[src/rtl/ofdm_cp_remove.sv]
// ofdm_cp_remove
//   Receive-side cyclic-prefix stripper. Takes framed complex samples
//   (NSYM symbols of NCP prefix + NFFT useful samples), drops each prefix
//   and forwards the useful samples with symbol framing markers after one
//   register stage. A gap watchdog aborts a frame that stalls inside CP/DATA.
//
// Ports
//   clk, rst_n          clock (rising edge), asynchronous active-low reset
//   di_re/di_im/di_vld  input sample stream, no backpressure
//   do_re/do_im/do_vld  forwarded useful samples (data holds when do_vld=0)
//   do_sos/do_eos       first / last useful sample of a symbol
//   do_sym_idx          symbol index within the frame, valid with do_vld
//   frm_done            pulse together with the final do_eos of a frame
//   err_gap             pulse when a frame is aborted by the gap watchdog
module ofdm_cp_remove #(
    parameter int DW      = 12,
    parameter int NFFT    = 256,
    parameter int NCP     = 16,
    parameter int NSYM    = 12,
    parameter int GAP_MAX = 64
) (
    input  logic          clk,
    input  logic          rst_n,
    input  logic [DW-1:0] di_re,
    input  logic [DW-1:0] di_im,
    input  logic          di_vld,
    output logic [DW-1:0] do_re,
    output logic [DW-1:0] do_im,
    output logic          do_vld,
    output logic          do_sos,
    output logic          do_eos,
    output logic [3:0]    do_sym_idx,
    output logic          frm_done,
    output logic          err_gap
);

    localparam int SW = $clog2(NFFT + NCP);
    localparam int GW = $clog2(GAP_MAX + 1);

    localparam logic [SW-1:0] CP_LAST    = SW'(NCP - 1);
    localparam logic [SW-1:0] DATA_FIRST = SW'(NCP);
    localparam logic [SW-1:0] SMP_LAST   = SW'(NFFT + NCP - 1);
    localparam logic [3:0]    SYM_LAST   = 4'(NSYM - 1);
    // Abort fires when the GAP_MAX-th consecutive idle cycle is seen, i.e.
    // while the count still holds GAP_MAX-1 and di_vld is low again.
    localparam logic [GW-1:0] GAP_LIM    = GW'(GAP_MAX - 1);

    typedef enum logic [1:0] {
        S_IDLE,
        S_CP,
        S_DATA
    } state_t;

    state_t        state_q, state_d;
    logic [SW-1:0] smp_q, smp_d;
    logic [3:0]    sym_q, sym_d;
    logic [GW-1:0] gap_q, gap_d;
    logic [DW-1:0] re_q, re_d;
    logic [DW-1:0] im_q, im_d;
    logic          vld_q, vld_d;
    logic          sos_q, sos_d;
    logic          eos_q, eos_d;
    logic [3:0]    idx_q, idx_d;
    logic          done_q, done_d;
    logic          err_q, err_d;

    always_ff @(posedge clk or negedge rst_n) begin
        if (!rst_n) begin
            state_q <= S_IDLE;
            smp_q   <= '0;
            sym_q   <= '0;
            gap_q   <= '0;
            re_q    <= '0;
            im_q    <= '0;
            vld_q   <= 1'b0;
            sos_q   <= 1'b0;
            eos_q   <= 1'b0;
            idx_q   <= '0;
            done_q  <= 1'b0;
            err_q   <= 1'b0;
        end else begin
            state_q <= state_d;
            smp_q   <= smp_d;
            sym_q   <= sym_d;
            gap_q   <= gap_d;
            re_q    <= re_d;
            im_q    <= im_d;
            vld_q   <= vld_d;
            sos_q   <= sos_d;
            eos_q   <= eos_d;
            idx_q   <= idx_d;
            done_q  <= done_d;
            err_q   <= err_d;
        end
    end

    always_comb begin
        state_d = state_q;
        smp_d   = smp_q;
        sym_d   = sym_q;
        gap_d   = gap_q;
        re_d    = re_q;
        im_d    = im_q;
        vld_d   = 1'b0;
        sos_d   = 1'b0;
        eos_d   = 1'b0;
        idx_d   = idx_q;
        done_d  = 1'b0;
        err_d   = 1'b0;

        case (state_q)
            S_IDLE: begin
                // First valid sample is CP sample 0 of symbol 0.
                if (di_vld) begin
                    smp_d   = SW'(1);
                    gap_d   = '0;
                    state_d = (CP_LAST == '0) ? S_DATA : S_CP;
                end
            end

            S_CP, S_DATA: begin
                if (!di_vld) begin
                    if (gap_q == GAP_LIM) begin
                        err_d   = 1'b1;
                        state_d = S_IDLE;
                        smp_d   = '0;
                        sym_d   = '0;
                        gap_d   = '0;
                    end else begin
                        gap_d = gap_q + GW'(1);
                    end
                end else begin
                    gap_d = '0;
                    if (state_q == S_CP) begin
                        smp_d = smp_q + SW'(1);
                        if (smp_q == CP_LAST) begin
                            state_d = S_DATA;
                        end
                    end else begin
                        vld_d = 1'b1;
                        re_d  = di_re;
                        im_d  = di_im;
                        idx_d = sym_q;
                        sos_d = (smp_q == DATA_FIRST);
                        if (smp_q == SMP_LAST) begin
                            eos_d = 1'b1;
                            smp_d = '0;
                            if (sym_q == SYM_LAST) begin
                                sym_d   = '0;
                                done_d  = 1'b1;
                                state_d = S_IDLE;
                            end else begin
                                sym_d   = sym_q + 4'd1;
                                state_d = S_CP;
                            end
                        end else begin
                            smp_d = smp_q + SW'(1);
                        end
                    end
                end
            end

            default: begin
                state_d = S_IDLE;
            end
        endcase
    end

    assign do_re      = re_q;
    assign do_im      = im_q;
    assign do_vld     = vld_q;
    assign do_sos     = sos_q;
    assign do_eos     = eos_q;
    assign do_sym_idx = idx_q;
    assign frm_done   = done_q;
    assign err_gap    = err_q;

endmodule

[config.mk]
export PLATFORM = sky130hd
export DESIGN_NAME = ofdm_cp_remove
export DESIGN_NICKNAME = d
export VERILOG_FILES = /design/src/rtl/ofdm_cp_remove.sv
export SDC_FILE = /design/constraint.sdc
export NUM_CORES = 1
export LEC_CHECK = 0
export ABC_AREA = 1
export CELL_PAD_IN_SITES_DETAIL_PLACEMENT = 1
export CELL_PAD_IN_SITES_GLOBAL_PLACEMENT = 1
export CORE_MARGIN = 5
export CORE_UTILIZATION = 30
export DETAILED_ROUTE_END_ITERATION = 12
export GPL_TIMING_DRIVEN = 0
export PLACE_DENSITY_LB_ADDON = 0.08
export SLEW_MARGIN = 20
export SYNTH_ARGS = -nofsm -noshare
export SYNTH_HDL_FRONTEND = slang
export SYNTH_SLANG_ARGS = --single-unit
[constraint.sdc]
create_clock -name clk -period 3 [get_ports clk]
set_clock_uncertainty 0.05 [all_clocks]
set_input_delay 0.3 -clock clk [delete_from_list [all_inputs] [get_ports clk]]
set_output_delay 0.3 -clock clk [all_outputs]
set_load 0.02 [all_outputs]
==> flow_metrics.tcl, run 1 <==
set metrics [dict create \
    status "finished, final reports clean" \
    finalNetCount 429 \
    antenna_found_initial 0 \
    synth_cell_types 29 \
    setup_tns_ns 0 \
    cts_root_buf "clkbuf_8" \
    die_y_um 105 \
    synthCells 327 \
    via_per_inst 4.57 \
    total_power_uw 2900 \
    maxSlewViolCount 0 \
    seq_power_share 0.365 \
    cts_buffer_depth 2 \
    overflow 0 \
    design.portCount 60 \
    worstSetupEndpointType "flip-flop" \
    crit_path_start_kind "flip-flop" \
    grt_pass1_wl_mm 12.2 \
    drive_gt1_frac 0.0859 \
    wl_mm 6.97 \
    synth_edf_count 0 \
    cp_slowest_stage_delay_ns 0.43 \
    period_needed_ns 1.87 \
    dr.pass1.iters 4 \
    ys_dominant_reg_cell "dfrtp_1" \
    numCtsBuffers 5 \
    syn_to_final_growth_pct 31.5 \
    wl_per_cell_um 13.8 \
    core_mm2 0.00872 \
    drc 0 \
    worstPathRequired_ns 3.20 \
    crit_fanout 10 \
    io_buffers 59 \
    worst_pin_slew_ns 0.327 \
    pwr-share-comb 0.487 \
    cellLeakagePower_uw 0.00175 \
    power_frac_clock 0.148 \
    finalSetupViolations 0 \
    hold-worst-slack_ns 0.367 \
    grt_pass1_vias 2443 \
    hold_class "input pin to async pin" \
    ys_warn_count 0 \
    cts_resized 0 \
    ir_drop_uv 226 \
    floorplan.initialDensity 0.308 \
    cts_tree "yes" \
    die_w_um 105 \
    hold_viol_final 0 \
    synth-seq-cells 55 \
    sw_frac_of_total 0.419 \
    ant_nets 0 \
    gp_congestion 0.764 \
    pwr_density_cell_mw_per_mm2 822 \
    intPower_uw 1690 \
    dieArea_mm2 0.0109 \
    num_vias 2301 \
    maxCapViolCount 0 \
    dp.cells 495 \
    grt_max_degree 33 \
    rsz0062_at_grt "false" \
    fin_cells 504 \
    dp_hpwl_mm 5.26 \
    synthesis.area_mm2 0.00268 \
    rows 34 \
    clkTransAtPathRegs_ns 0.11 \
    path_cells "inv_1 -> ha_1 -> inv_2 -> nor2_4 -> nand2_4 -> nand2_4 -> inv_4 -> nand2_2 -> inv_2 -> nor2_1" \
    p_switching_uw 1220 \
    insertion_delay_ns 0.31 \
    crit_type "flip-flop to flip-flop" \
    drtIter0Drc 39 \
    antenna_cells 0 \
    syn_nets 361 \
    async_flop_share 1.00 \
    track_usage 0.133 \
    arrival_ns 2.07 \
    period_share 0.623 \
    final_util 0.405 \
    max_freq_ghz 0.535 \
    cp_slowest_cell "dfrtp_1" \
    yosysSeqAreaShare 0.513 \
    clock_sinks 55 \
    relSlewSlack 0.781 \
    h-tree-depth 2 \
    syn_area_per_cell_um2 8.21 \
    n_fill_cell 1060 \
]
## routing by layer
metal | up-vias | global-route usage | share of wire | routed length, um
met4 | 0 | 0.0292 | 0.0096 | 67
met5 | - | 0 | 0 | 0
met3 | 10 | 0.0339 | 0.050 | 347
met1 | 1081 | 0.185 | 0.49 | 3420
li1 | 1157 | - | - | -
met2 | 53 | 0.211 | 0.45 | 3140
## registers in the layout (all words and copies together) (netlist names)
name / cells
err_gap: 1
do_eos: 1
state_q: 2
frm_done: 1
do_sym_idx: 4
do_re: 12
sym_q: 4
do_sos: 1
gap_q: 7
smp_q: 9
do_vld: 1
do_im: 12
## power by group through the flow
stage                     registers [uW]  logic [uW]  clock network [uW]
after floorplan                     1260         673                   0
after global placement              1070        1430                   0
after detailed placement            1080        1450                   0
after CTS                           1060        1450                 456
after global routing                1090        1580                 484
final                               1060        1410                 429
## placed cells by master (no fill, tap or decap), drive strengths merged, types with 2 or more instances in the layout
cell / n
a21oi: 3
buf: 10
clkbuf: 5
clkdlybuf4s50: 58
dfrtp: 55
ha: 7
inv: 33
nand2: 143
nand3: 21
nand4: 9
nor2: 28
nor3: 6
o21ai: 6
xor2: 2
## repair_timing
item / 4_1_cts / 5_1_grt
endpoints found under the hold margin: 23 / 0
hold buffers: 1 / 0
setup buffers: 0 / 0
## worst max-delay path: cells and delay by family (launching register included)
kind,cells,cell delay (ns)
flip-flops,1,0.43
buffers and inverters,4,0.31
adder cells (fa/ha/maj),1,0.40
AND/OR/NAND/NOR,5,0.60
## area by class of cell
cell class              instances  area (um^2)  share of cell area
flip-flops and latches         55         1380               0.390
clock buffers                   5         68.8              0.0195
inverters                      31          119              0.0337
clock inverters                 3         22.5             0.00638
multi-input cells             233         1120               0.317
repair buffers                 61          618               0.175
plain buffers                   8         71.3              0.0202
well taps                     108          135              0.0383
## synthesized netlist by cell type (2+ instances only)
master,instances,share of area
nand2_1,138,0.19
dfrtp_1,55,0.51
inv_1,27,0.038
nor2_1,23,0.032
nand3_1,21,0.039
nand4_1,9,0.021
ha_1,7,0.033
o21ai_0,6,0.011
buf_6,5,0.021
nor3_1,5,0.0093
a21oi_1,3,0.0056
buf_2,3,0.0056
inv_2,3,0.0042
nand2_2,3,0.0070
nor2_4,3,0.013
nand2_4,2,0.0084
xor2_1,2,0.0065
## path summary, 6_finish.rpt
check	start	to	slack, ns	depth (start not counted)
setup / recovery	state_q[0]	smp_q[7]	1.13	10
hold / removal	rst_n	do_im[2]	0.37	2
setup reg to reg	state_q[0]	smp_q[7]	1.13	10
hold reg to reg	do_im[3]	do_im[3]	0.43	2
max in group asynchronous	rst_n	gap_q[6]	2.05	3
min in group clk	do_im[3]	do_im[3]	0.43	2
## stage by stage
| step | area, um^2 | worst slack, ns |
|---|---|---|
| 6_report | 3530 | 1.13 |
| 4_1_cts | 3530 | 1.07 |
| 2_1_floorplan | 2680 | 1.45 |
| 3_5_place_dp | 3430 | 1.05 |
| 5_1_grt | 3530 | 0.933 |
| 3_3_place_gp | 3410 | -0.332 |
## logic make-up after synthesis
kind of cell	Yosys count	synth area share
compound gates	13	0.0298
xor+xnor	3	0.00979
fa+ha+maj	7	0.0326
buf+inv	39	0.0709
flops	55	0.513
simple gates	210	0.344
Note: power is estimated with default switching activity, not from simulation.
==> run 2: changes to the inputs <==
==> constraint.sdc (replaced) <==
create_clock -name clk -period 1.8 [get_ports clk]
set_clock_uncertainty 0.05 [all_clocks]
set_input_delay 0.18 -clock clk [delete_from_list [all_inputs] [get_ports clk]]
set_output_delay 0.18 -clock clk [all_outputs]
set_load 0.02 [all_outputs]
==> flow_metrics.tcl, run 2 (synthesis gave the netlist of run 1 again) <==
set metrics [dict create \
    worstSetupEndpointType "flip-flop" \
    io_buffers 59 \
    period_share 0.932 \
    worst_pin_slew_ns 0.330 \
    dr.pass1.iters 4 \
    floorplan.initialDensity 0.308 \
    finalNetCount 436 \
    cts_tree "yes" \
    cts_root_buf "clkbuf_8" \
    antenna_found_initial 0 \
    grt_pass1_wl_mm 12.3 \
    via_per_inst 4.54 \
    numCtsBuffers 5 \
    dp_hpwl_mm 5.26 \
    hold_viol_final 0 \
    final_util 0.414 \
    antenna_cells 0 \
    drc 0 \
    cellLeakagePower_uw 0.00179 \
    track_usage 0.134 \
    seq_power_share 0.351 \
    insertion_delay_ns 0.31 \
    rsz0062_at_grt "true" \
    relSlewSlack 0.778 \
    pwr_density_cell_mw_per_mm2 1390 \
    maxCapViolCount 0 \
    crit_fanout 10 \
    h-tree-depth 2 \
    clock_sinks 55 \
    intPower_uw 2920 \
    wl_mm 7.08 \
    status "finished, final reports clean" \
    power_frac_clock 0.144 \
    finalSetupViolations 0 \
    cts_buffer_depth 2 \
    clkTransAtPathRegs_ns 0.11 \
    die_w_um 105 \
    max_freq_ghz 0.596 \
    crit_path_start_kind "flip-flop" \
    arrival_ns 1.88 \
    worstPathRequired_ns 2.00 \
    hold_class "input pin to async pin" \
    core_mm2 0.00872 \
    dieArea_mm2 0.0109 \
    rows 34 \
    ir_drop_uv 411 \
    die_y_um 105 \
    num_vias 2322 \
    pwr-share-comb 0.505 \
    sw_frac_of_total 0.417 \
    p_switching_uw 2090 \
    wl_per_cell_um 13.9 \
    drive_gt1_frac 0.107 \
    gp_congestion 0.764 \
    syn_to_final_growth_pct 34.6 \
    design.portCount 60 \
    grt_max_degree 33 \
    crit_type "flip-flop to flip-flop" \
    period_needed_ns 1.68 \
    maxSlewViolCount 0 \
    rrSetupSlack_ns 0.12 \
    drtIter0Drc 33 \
    final_common_cell "nand2_1" \
    grt_pass1_vias 2448 \
    final_cell_mix "137 x nand2_1, 58 x clkdlybuf4s50_1, 55 x dfrtp_1" \
    total_power_uw 5010 \
    overflow 0 \
    ant_nets 0 \
]
-- run 2: cell types whose count changed in the layout (fill, tap and decap cells not counted) --
| cell | change |
|---|---|
| nor2_4 | +1 |
| inv_4 | -1 |
| nand2_2 | +1 |
| nand2_4 | -1 |
| inv_6 | +1 |
| nand2_8 | +1 |
| ha_4 | +1 |
| nor2_2 | -1 |
| nand2_1 | -1 |
| ha_1 | -1 |
| buf_4 | +7 |
-- run 2: timing repair --
action                                  CTS  global route
resized for setup                         2             4
endpoints found under the setup margin   12            11
pin swaps                                 1             3
hold buffers                              1             0
setup buffers                             2             5
hold endpoints to repair                 23             0
-- run 2: layout make-up --
type	instances	area, um^2
Inverter	31	121
Tap cell	108	135
Sequential cell	55	1380
Clock buffer	5	68.8
Fill cell	1062	5110
Multi-Input combinational cell	233	1150
Clock inverter	3	22.5
Buffer	8	71.3
Timing Repair Buffer	68	671
-- run 2: per-layer routing --
metal / wire length [um] / global-route usage / share of wire
met3: 348 / 0.0339 / 0.049
met5: 0 / 0 / 0
met4: 33 / 0.0292 / 0.0047
met2: 3220 / 0.211 / 0.45
met1: 3480 / 0.188 / 0.49
-- run 2: power groups by stage --
stage / Clock [uW] / Sequential (uW) / Combinational [uW]
finish: 722 / 1760 / 2530
CTS: 761 / 1760 / 2500
floorplan: 0 / 2090 / 1120
global placement: 0 / 1780 / 2390
global route: 807 / 1810 / 2820
detailed placement: 0 / 1790 / 2420
-- run 2: worst paths after layout --
path,end,startpoint,depth (start not counted)
max,smp_q[7],state_q[0],10
min,do_im[2],rst_n,2
max reg2reg,smp_q[7],state_q[0],10
min reg2reg,do_im[8],do_im[8],2
max in group asynchronous,sym_q[2],rst_n,3
min in group clk,do_re[3],di_re[3],3
-- run 2: metrics by stage --
stage / instance area (um^2) / hold slack (ns) / TNS [ns] / cells / setup slack (ns)
floorplan: 2680 / -0.166 / 0 / 327 / 0.247
global placement: 3410 / 0.402 / -77.98 / 494 / -1.41
detailed placement: 3430 / 0.0546 / -0.240 / 495 / -0.0728
CTS: 3560 / 0.253 / 0 / 506 / 0.0236
global route: 3610 / 0.265 / -0.104 / 511 / -0.0369
finish: 3610 / 0.243 / 0 / 511 / 0.122
-- run 2: worst max-delay path: stages, from the launching register on --
cell and delay [ns]:
dfrtp_1 0.39, inv_1 0.08, ha_4 0.30, inv_2 0.08
nor2_4 0.16, nand2_4 0.12, nand2_8 0.11, inv_6 0.06
nand2_2 0.08, inv_2 0.06, nor2_1 0.10
==> run 3: changes to the inputs <==
--- a/config.mk
+++ b/config.mk
@@ -12,7 +12,7 @@
 export CORE_UTILIZATION = 30
 export DETAILED_ROUTE_END_ITERATION = 12
 export GPL_TIMING_DRIVEN = 0
-export PLACE_DENSITY_LB_ADDON = 0.08
+export PLACE_DENSITY_LB_ADDON = 0.2
 export SLEW_MARGIN = 20
 export SYNTH_ARGS = -nofsm -noshare
 export SYNTH_HDL_FRONTEND = slang
==> flow_metrics.tcl, run 3 (synthesis gave the netlist of run 1 again) <==
set metrics [dict create \
    grt_pass1_wl_mm 12.1 \
    final_common_cell "nand2_1" \
    gp_congestion 0.820 \
    maxSlewViolCount 0 \
    crit_fanout 10 \
    critical_path_depth 10 \
    dp.cells 495 \
    die_y_um 105 \
    antenna_found_initial 0 \
    clock_sinks 55 \
    drtIter0Drc 44 \
    grt_max_degree 52 \
    critPathMostFrequentCell "inv_2" \
    floorplan.initialDensity 0.308 \
    pwr_density_cell_mw_per_mm2 1410 \
    core_mm2 0.00872 \
    final_cell_mix "137 x nand2_1, 58 x clkdlybuf4s50_1, 55 x dfrtp_1" \
    cts_tree "yes" \
    drc 0 \
    hold_viol_final 0 \
    insertion_delay_ns 0.31 \
    via_per_inst 4.55 \
    cts_buffer_depth 2 \
    dp_hpwl_mm 5.20 \
    relSlewSlack 0.824 \
    fin_cells 511 \
    worstPathRequired_ns 1.99 \
    max_freq_ghz 0.587 \
    crit_family "simple AND/OR/NAND/NOR gates" \
    path_cells "inv_1 -> ha_4 -> inv_2 -> nor2_4 -> nand2_4 -> nand2_8 -> inv_6 -> nand2_2 -> inv_2 -> nor2_1" \
    wl_per_cell_um 13.8 \
    arrival_ns 1.89 \
    ant_nets 0 \
    crit_path_start_kind "flip-flop" \
    numCtsBuffers 5 \
    dieArea_mm2 0.0109 \
    final_util 0.418 \
    worstReg2RegEnd "smp_q[7]" \
    track_usage 0.132 \
    dr.pass1.iters 3 \
    r2r-start "state_q[1]" \
    ir_drop_uv 505 \
    num_vias 2327 \
    maxCapViolCount 0 \
    hold-worst-slack_ns 0.162 \
    wl_mm 7.07 \
    finalSetupViolations 0 \
    die_w_um 105 \
    period_share 0.946 \
    rows 34 \
    crit_buf_inv 4 \
    cellLeakagePower_uw 0.00180 \
    h-tree-depth 2 \
    period_needed_ns 1.70 \
    clkTransAtPathRegs_ns 0.10 \
    cp_slowest_stage_delay_ns 0.38 \
    worstSetupEndpointType "flip-flop" \
    drive_gt1_frac 0.109 \
    r2r_cells 10 \
    worst_pin_slew_ns 0.264 \
    overflow 0 \
    finalNetCount 437 \
    cts_root_buf "clkbuf_8" \
    crit_type "flip-flop to flip-flop" \
    status "finished, final reports clean" \
    design.portCount 60 \
    io_buffers 59 \
    antenna_cells 0 \
    n_fill_cell 1053 \
    rrSetupSlack_ns 0.1 \
    hold_class "input pin to async pin" \
    critPathLaunch "state_q[1]" \
    syn_to_final_growth_pct 35.9 \
    grt_pass1_vias 2433 \
    cp_slowest_cell "dfrtp_1" \
    endpoint "smp_q[7]" \
]
## run 3: worst reg2reg max path, stage by stage, from the launching register on
cell and delay, ns:
dfrtp_1 0.38, inv_1 0.09, ha_4 0.31, inv_2 0.08, nor2_4 0.19, nand2_4 0.12
nand2_8 0.11, inv_6 0.06, nand2_2 0.08, inv_2 0.06, nor2_1 0.10
## run 3: per-layer routing
layer	up-vias	routed length (um)	global-route usage
met3	6	315	0.0327
met4	0	83	0.0301
met2	48	3310	0.214
met5	-	0	0
met1	1101	3360	0.180
li1	1172	-	-
## run 3: cell type report
cell class,instances,area (um^2),area share
Timing Repair Buffer,69,686,0.188
Sequential cell,55,1380,0.377
Tap cell,108,135,0.0371
Clock buffer,5,68.8,0.0189
Clock inverter,2,37.5,0.0103
Buffer,8,71.3,0.0196
Multi-Input combinational cell,233,1150,0.315
Inverter,31,121,0.0333
## run 3: worst min-delay path by stage
stage / from / endpoint
floorplan: rst_n / do_eos
global placement: do_sym_idx[3] / do_sym_idx[3]
detailed placement: rst_n / do_re[10]
CTS: rst_n / do_re[10]
global route: rst_n / do_re[10]
finish: rst_n / do_re[10]
## run 3: power breakdown
group | switching, uW | internal [uW] | total (uW)
Sequential | 187 | 1570 | 1750
Clock | 410 | 408 | 817
Combinational | 1470 | 1090 | 2560
Total | 2070 | 3060 | 5130
## run 3: what timing repair did
item	in CTS	in global routing
endpoints found under the hold margin	55	0
resized for setup	2	5
pin swaps	0	2
setup buffers	1	7
setup endpoints to repair	13	12
hold buffers	1	0
## run 3: through the flow
stage | worst slack (ns) | cell area (um^2) | power, uW | TNS, ns
final | 0.0973 | 3650 | 5130 | 0
after global placement | -1.39 | 3410 | 4150 | -76.71
after global routing | -0.0205 | 3650 | 5560 | -0.0466
after detailed placement | -0.0891 | 3430 | 4220 | -0.474
after floorplan | 0.247 | 2680 | 3220 | 0
after CTS | 0.0414 | 3570 | 5120 | 0
